===== src/rtl/alu8_issuer.sv =====
// rtl/alu8_issuer.sv - command FIFO feeding an 8-bit ALU through an issue/wait/respond FSM
// Results are sampled WAIT_CYCLES after the enable pulse and held until the consumer accepts.
module alu8_issuer #(
    parameter int DEPTH       = 4,
    parameter int WAIT_CYCLES = 2
) (
    input  logic                     clk,
    input  logic                     reset,
    input  logic                     cmd_valid,
    output logic                     cmd_ready,
    input  logic [7:0]               cmd_opcode,
    input  logic [7:0]               cmd_lhs,
    input  logic [7:0]               cmd_rhs,
    output logic                     alu_enable,
    output logic [7:0]               alu_opcode,
    output logic [7:0]               alu_lhs,
    output logic [7:0]               alu_rhs,
    input  logic [7:0]               alu_result,
    output logic                     rsp_valid,
    input  logic                     rsp_ready,
    output logic [7:0]               rsp_data,
    output logic [7:0]               rsp_opcode,
    output logic                     busy,
    output logic [$clog2(DEPTH):0]   count
);

    localparam int AW = $clog2(DEPTH);
    localparam int CW = AW + 1;
    localparam int WW = (WAIT_CYCLES > 1) ? $clog2(WAIT_CYCLES) : 1;

    typedef enum logic [1:0] {
        S_IDLE  = 2'd0,
        S_ISSUE = 2'd1,
        S_WAIT  = 2'd2,
        S_RESP  = 2'd3
    } state_t;

    state_t         state_q, state_d;
    logic [CW-1:0]  count_q, count_d;
    logic [AW-1:0]  wr_ptr_q, wr_ptr_d;
    logic [AW-1:0]  rd_ptr_q, rd_ptr_d;
    logic [WW-1:0]  wait_cnt_q, wait_cnt_d;
    logic [7:0]     op_opcode_q, op_opcode_d;
    logic [7:0]     op_lhs_q, op_lhs_d;
    logic [7:0]     op_rhs_q, op_rhs_d;
    logic [7:0]     rsp_data_q, rsp_data_d;
    logic [7:0]     rsp_opcode_q, rsp_opcode_d;
    logic           alu_enable_q, alu_enable_d;
    logic           rsp_valid_q, rsp_valid_d;

    logic [23:0]    mem_q [DEPTH];
    logic [23:0]    head;
    logic           push;
    logic           pop;

    assign cmd_ready = (count_q != CW'(DEPTH));
    assign push      = cmd_valid && cmd_ready;
    assign pop       = (state_q == S_IDLE) && (count_q != '0);
    assign head      = mem_q[rd_ptr_q];

    always_comb begin
        state_d      = state_q;
        count_d      = count_q;
        wr_ptr_d     = wr_ptr_q;
        rd_ptr_d     = rd_ptr_q;
        wait_cnt_d   = wait_cnt_q;
        op_opcode_d  = op_opcode_q;
        op_lhs_d     = op_lhs_q;
        op_rhs_d     = op_rhs_q;
        rsp_data_d   = rsp_data_q;
        rsp_opcode_d = rsp_opcode_q;

        // Pointers are AW bits wide, so increments wrap modulo DEPTH.
        if (push) begin
            wr_ptr_d = wr_ptr_q + AW'(1);
        end
        if (pop) begin
            rd_ptr_d = rd_ptr_q + AW'(1);
        end
        case ({push, pop})
            2'b10:   count_d = count_q + CW'(1);
            2'b01:   count_d = count_q - CW'(1);
            default: count_d = count_q;
        endcase

        case (state_q)
            S_IDLE: begin
                if (pop) begin
                    op_opcode_d = head[23:16];
                    op_lhs_d    = head[15:8];
                    op_rhs_d    = head[7:0];
                    state_d     = S_ISSUE;
                end
            end
            S_ISSUE: begin
                wait_cnt_d = '0;
                state_d    = S_WAIT;
            end
            S_WAIT: begin
                if (wait_cnt_q == WW'(WAIT_CYCLES - 1)) begin
                    rsp_data_d   = alu_result;
                    rsp_opcode_d = op_opcode_q;
                    state_d      = S_RESP;
                end else begin
                    wait_cnt_d = wait_cnt_q + WW'(1);
                end
            end
            S_RESP: begin
                if (rsp_ready) begin
                    state_d = S_IDLE;
                end
            end
            default: state_d = S_IDLE;
        endcase

        // Outputs are registered from the next state so they align with it.
        alu_enable_d = (state_d == S_ISSUE);
        rsp_valid_d  = (state_d == S_RESP);
    end

    always_ff @(posedge clk) begin
        if (reset) begin
            state_q      <= S_IDLE;
            count_q      <= '0;
            wr_ptr_q     <= '0;
            rd_ptr_q     <= '0;
            wait_cnt_q   <= '0;
            op_opcode_q  <= '0;
            op_lhs_q     <= '0;
            op_rhs_q     <= '0;
            rsp_data_q   <= '0;
            rsp_opcode_q <= '0;
            alu_enable_q <= 1'b0;
            rsp_valid_q  <= 1'b0;
        end else begin
            state_q      <= state_d;
            count_q      <= count_d;
            wr_ptr_q     <= wr_ptr_d;
            rd_ptr_q     <= rd_ptr_d;
            wait_cnt_q   <= wait_cnt_d;
            op_opcode_q  <= op_opcode_d;
            op_lhs_q     <= op_lhs_d;
            op_rhs_q     <= op_rhs_d;
            rsp_data_q   <= rsp_data_d;
            rsp_opcode_q <= rsp_opcode_d;
            alu_enable_q <= alu_enable_d;
            rsp_valid_q  <= rsp_valid_d;
        end
    end

    // Storage needs no reset: occupancy and pointers define what is live.
    always_ff @(posedge clk) begin
        if (push && !reset) begin
            mem_q[wr_ptr_q] <= {cmd_opcode, cmd_lhs, cmd_rhs};
        end
    end

    assign alu_enable = alu_enable_q;
    assign alu_opcode = op_opcode_q;
    assign alu_lhs    = op_lhs_q;
    assign alu_rhs    = op_rhs_q;
    assign rsp_valid  = rsp_valid_q;
    assign rsp_data   = rsp_data_q;
    assign rsp_opcode = rsp_opcode_q;
    assign count      = count_q;
    assign busy       = (count_q != '0) || (state_q != S_IDLE);

endmodule


===== config.mk =====
export PLATFORM = sky130hd
export DESIGN_NAME = alu8_issuer
export DESIGN_NICKNAME = d
export VERILOG_FILES = /design/src/rtl/alu8_issuer.sv
export SDC_FILE = /design/constraint.sdc
export NUM_CORES = 1
export LEC_CHECK = 0
export BUFFER_PORTS_ARGS = -buffer_cell sky130_fd_sc_hd__buf_2
export CAP_MARGIN = 10
export CORE_MARGIN = 2
export CORE_UTILIZATION = 40
export DETAILED_ROUTE_END_ITERATION = 10
export PLACE_DENSITY = 0.61
export SLEW_MARGIN = 20
export SYNTH_ARGS = -nofsm -noshare
export SYNTH_HDL_FRONTEND = slang
export SYNTH_SLANG_ARGS = --single-unit
export TNS_END_PERCENT = 100

===== constraint.sdc =====
create_clock -name clk -period 2.2 [get_ports clk]
set_input_delay 0.44 -clock clk [delete_from_list [all_inputs] [get_ports clk]]
set_output_delay 0.44 -clock clk [all_outputs]
set_load 0.005 [all_outputs]

==> metrics, run 1 <==
Initial DRC Count=142; DRC violations left=0; Post-CTS Hold Buffers=0; CP startpoint kind=register; total chip power=0.00830 W; fin nets=475; Hold Vio Cnt, Final=0; Final setup violation count=0; I/O Pins=83; Area Overhead vs Synth=25.2%; critical path type=register to register; Critical Path Sink Type=register; Util after Layout=51.6%; critical path required time=2.55 ns; HPWL Detailed=6220 um; cells after synthesis=325; die width=121 um; Synth area leader=edfxtp_1; status=complete, no violations; Max-Slew Margin vs Limit=61.3%; top_reg_cell synth=edfxtp_1; hold crit path type=input pin to register; Post-synth ARST share=0%; starting density of the core=41.2%; gr ovfl total=0; TritonCTS clock tree=built; power density over the cells=1210 nW/um2; Yosys warnings=0; syn nets=371; max_cap viols=0; largest cells by area after synthesis=edfxtp_1 (53%), dfxtp_1 (19%), mux4_2 (7.4%); top-count cell post-synth=edfxtp_1; DRT Pass-1 Iters=4; WP data arrival=2.48 ns; period utilization=96.7%; Core Area=13300 um2; Finished Layout Cells=618; Post-synth EDFFs=96; vias in the first global route=3025; largest net degree at the start of global routing=29; first-pass GRT wire length=16300 um; Sink Count=148; clock transition at the registers of the reported paths=0.06 ns; # H-tree levels=4; PnR worst setup slack=0.0723 ns; RD Place Congestion=0.703; routed len/inst=16.9 um; Clock Skews=0.00633 ns; post-synth cell types=37; clock root buffer master=clkbuf_16; WL final=10500 um; Worst-Skew Late Latency=0.42 ns; synth cell count leaders=edfxtp_1 (96), dfxtp_1 (52), nand2_1 (34), a22o_1 (24), a21oi_1 (21); TritonCTS Buffers=17; fin crit period=2.13 ns; Worst Tran Pin Value=0.580 ns; row cnt=42; gr usage total=15.2%; Die Span Y=121 um; share of the synthesized area in the top cell type=52.6%; routed via count=3076; post-synthesis sequential area ratio=71.6%; port bufs=82; Routed Antenna Nets=0; via density per instance=4.98; die area=14700 um2; Slew Viols, Final=0; initial antenna violation count=0; CP max FO=7; Longest Clk Path Bufs=2; #FFs+latches synth=148; syn avg cell area=16.9 um2; Inst Count DP=581; Worst VDD drop=0.690 mV; Post-Synthesis Cell Area=5480 um2; Ant. Diodes=0; Fmax achieved=470 MHz; Leak=2.55 nW; pre-CTS setup slack=0.0571 ns; layout cell share with drive strength beyond 1=36.9%
[worst max-delay path, cell delays in order (launching register included)]
cell     delay, ns
dfxtp_2       0.37
nor3b_4       0.24
inv_1         0.09
nand2_1       0.13
ha_4          0.15
inv_1         0.04
fa_1          0.37
xor2_1        0.17
or3_4         0.37
a21oi_2       0.13
[through the flow]
step / hold slack (ns) / cell area [um2] / TNS [ns]
after floorplan: 0.453 / 5490 / 0
after global placement: 0.438 / 6190 / 0
after detailed placement: 0.445 / 6190 / 0
after CTS: 0.219 / 6780 / 0
after global routing: 0.225 / 6860 / -0.0299
final: 0.238 / 6860 / 0
[where the power goes]
| part | switching (W) | internal (W) | leakage (nW) |
|---|---|---|---|
| clock | 0.00104 | 0.00175 | 0.281 |
| combinational | 0.000885 | 0.00103 | 0.974 |
| sequential | 0.000251 | 0.00334 | 1.30 |
[what timing repair did]
action,CTS,global route
setup endpoints to repair,1,2
pin swaps,1,2
setup buffers,1,4
resized for setup,2,14
[registers in the layout, indices dropped and copies added (netlist names)]
signal and count:
mem_q 96, wr_ptr_q 2, count 3, rsp_data 8
alu_opcode 8, rsp_valid 1, alu_enable 1, wait_cnt_q 1
state_q 2, alu_lhs 8, rsp_opcode 8, alu_rhs 8
rd_ptr_q 2
[routing by layer]
metal | routed length, um | track usage (%) | vias up | part of all wire [%]
met3 | 510 | 4.51 | 15 | 4.9
met4 | 184 | 6.98 | 0 | 1.8
li1 | - | - | 1458 | -
met1 | 4530 | 18.6 | 1533 | 43
met2 | 5230 | 25.0 | 70 | 50
met5 | 0 | 0 | - | 0
[cell usage in the layout (no fill, tap or decap), types with 3 or more instances in the layout]
master and instances:
clkbuf_16 17, and2_1 5, inv_1 7, nand2_1 34, dfxtp_1 48, buf_4 12
mux4_2 18, a22o_1 24, o21ai_0 3, ha_1 7, edfxtp_1 96, xor2_1 3
a21oi_1 20, nor2_1 7, clkinv_2 3, buf_12 6, inv_2 3, buf_2 81
mux4_1 6, clkbuf_8 3
[final cells by class]
class	instances	area, um2
timing repair buffer	101	638
clock buffer	22	474
multi-input combinational	151	1450
clock inverter	10	106
inverter	10	37.5
sequential	148	3930
fill	1119	6430
tap	176	220
[final timing paths]
path / cells after the start / end / start / slack, ns
hold reg to reg: 2 / rsp_opcode[1]$_SDFFE_PP0P_ / rsp_opcode[1]$_SDFFE_PP0P_ / 0.45
hold / removal: 1 / mem_q[2][4]$_DFFE_PP_ / cmd_rhs[4] / 0.24
setup reg to reg: 9 / count[2]$_SDFFE_PP0P_ / count[1]$_SDFFE_PP0P_ / 0.07
setup / recovery: 9 / count[2]$_SDFFE_PP0P_ / count[1]$_SDFFE_PP0P_ / 0.07
[cells by family (layout without fill, tap and decap cells)]
family | count (synthesis) | after routing | share of synthesized area, %
buffers and inverters | 26 | 143 | 2.76
AND/OR/NAND/NOR | 56 | 56 | 4.73
flip-flops | 148 | 148 | 71.6
multiplexers | 25 | 25 | 10.5
adder cells (fa/ha/maj) | 10 | 10 | 2.42
AO/OA/AOI/OAI | 56 | 56 | 7.40
XOR/XNOR | 4 | 4 | 0.639
Power figures use the tool's default switching activity.
==> inputs of run 2 (changes only) <==
Settings changed: PLACE_DENSITY 0.61 to 0.58, SLEW_MARGIN 20 to 10.
Clock period 2.2 ns to 2.6 ns, I/O delays scaled along.
==> metrics, run 2 (synthesis results as in run 1) <==
initial antenna violation count=1; period utilization=90.4%; hold crit path type=input pin to register; fin nets=465; port bufs=82; DRT Pass-1 Iters=4; Longest Clk Path Bufs=2; Final setup violation count=0; Sink Count=148; Slew Viols, Final=0; Max-Slew Margin vs Limit=61.7%; row cnt=42; DRC violations left=0; max reg flops=96; layout cell share with drive strength beyond 1=33.3%; Clock Power Share=34.1%; combinational share of power=20.5%; Most flops, register=mem_q; critical path required time=2.08 ns; Hold Vio Cnt, Final=0; CP cell instances=inv_1 -> ha_1 -> or4b_4 -> buf_2; register share of total power=45.4%; power density over the cells=1000 nW/um2; Worst-Skew Late Latency=0.41 ns; gr ovfl total=0; WL final=10100 um; Initial DRC Count=136; Ant. Diodes=0; WP data arrival=1.83 ns; largest net degree at the start of global routing=29; HPWL Detailed=6050 um; TritonCTS Buffers=17; Worst Tran Pin Value=0.575 ns; Top Family by Delay on Critical Path=simple AND/OR/NAND/NOR gates; via density per instance=4.95; I/O Pins=83; max_cap viols=0; Critical Path Sink Type=output pin; # H-tree levels=4; layout filler cell count=1146; CP max-delay cell=or4b_4; worst path bufs/invs=2; starting density of the core=41.2%; routed via count=3012; first-pass GRT wire length=16000 um; cell internal pwr=0.00492 W; critical path type=register to output pin; Area Overhead vs Synth=21.3%; fin crit period=2.35 ns; TritonCTS clock tree=built; RD Place Congestion=0.719; net switching power=0.00175 W; vias in the first global route=3036; clock root buffer master=clkbuf_16; die width=121 um; Die Span Y=121 um; CP max FO=6; Fmax achieved=426 MHz; Worst VDD drop=0.577 mV; gr usage total=15.1%; Core Area=13300 um2; commonest non-fill, non-tap cell in the layout=edfxtp_1; max incr delay on CP=0.50 ns; Min Hold Slack=0.319 ns; final setup TNS=0 ns; unrepaired setup endpoints after global routing=no; clock transition at the registers of the reported paths=0.06 ns; CP startpoint kind=register; Routed Antenna Nets=0; status=complete, no violations; sw frac=26.2%; Leak=2.47 nW; die area=14700 um2; Clock Skews=0.00682 ns; most frequent cells in the layout=edfxtp_1 (96), buf_2 (82), dfxtp_1 (51), nand2_1 (34), a22o_1 (24); routed len/inst=16.6 um
[run 2: area by class of cell]
class / count / area [um2] / share of cell area, %
flip-flops and latches: 148 / 3930 / 59.1
multi-input cells: 151 / 1410 / 21.3
repair buffers: 91 / 490 / 7.38
clock buffers: 20 / 447 / 6.72
well taps: 176 / 220 / 3.31
clock inverters: 12 / 113 / 1.69
inverters: 10 / 37.5 / 0.565
[run 2: what timing repair did]
action	4_1_cts	5_1_grt
hold endpoints to repair	0	0
resized for setup	0	1
setup endpoints to repair	0	1
hold buffers	0	0
buffers inserted	0	0
[run 2: per-layer routing]
metal	routed length, um	vias up	global-route usage [%]	share of wire, %
met2	5070	71	24.4	50
met1	4230	1476	17.8	42
met4	201	2	7.34	2.0
li1	-	1444	-	-
met3	559	19	5.50	5.5
met5	11	-	0	0.11
[run 2: through the flow]
| stage | power (W) | setup slack (ns) | cells | instance area, um2 | utilization (%) |
|---|---|---|---|---|---|
| finish | 0.00667 | 0.251 | 608 | 6650 | 50.0 |
| global placement | 0.00444 | 0.314 | 576 | 6080 | 45.7 |
| floorplan | 0.00398 | 0.394 | 325 | 5480 | - |
| CTS | 0.00679 | 0.184 | 608 | 6640 | 49.9 |
| global route | 0.00703 | 0.112 | 608 | 6650 | 50.0 |
| detailed placement | 0.00447 | 0.212 | 576 | 6080 | 45.7 |
[run 2: worst paths after layout]
| check | from | end | slack [ns] | cells past startpoint |
|---|---|---|---|---|
| min reg2reg | rsp_data[7]$_SDFFE_PP0P_ | rsp_data[7]$_SDFFE_PP0P_ | 0.45 | 2 |
| max | state_q[0]$_SDFF_PP0_ | busy | 0.25 | 4 |
| min | cmd_lhs[5] | mem_q[0][13]$_DFFE_PP_ | 0.32 | 1 |
| max reg2reg | state_q[0]$_SDFF_PP0_ | count[2]$_SDFFE_PP0P_ | 0.28 | 10 |
[run 2: worst register-to-register path, stage by stage, from the launching register on]
cell,delay [ns]
dfxtp_1,0.36
inv_1,0.11
ha_1,0.30
o31ai_4,0.14
inv_2,0.12
ha_1,0.18
inv_1,0.06
fa_1,0.37
xor2_1,0.15
or3_1,0.31
a21oi_1,0.15
[run 2: power by group through the flow]
stage	registers (W)	clock network (W)	logic (W)
2_1_floorplan	0.00304	0	0.000939
3_3_place_gp	0.00306	0	0.00138
3_5_place_dp	0.00307	0	0.00139
4_1_cts	0.00303	0.00236	0.00140
5_1_grt	0.00307	0.00245	0.00152
6_report	0.00303	0.00227	0.00137
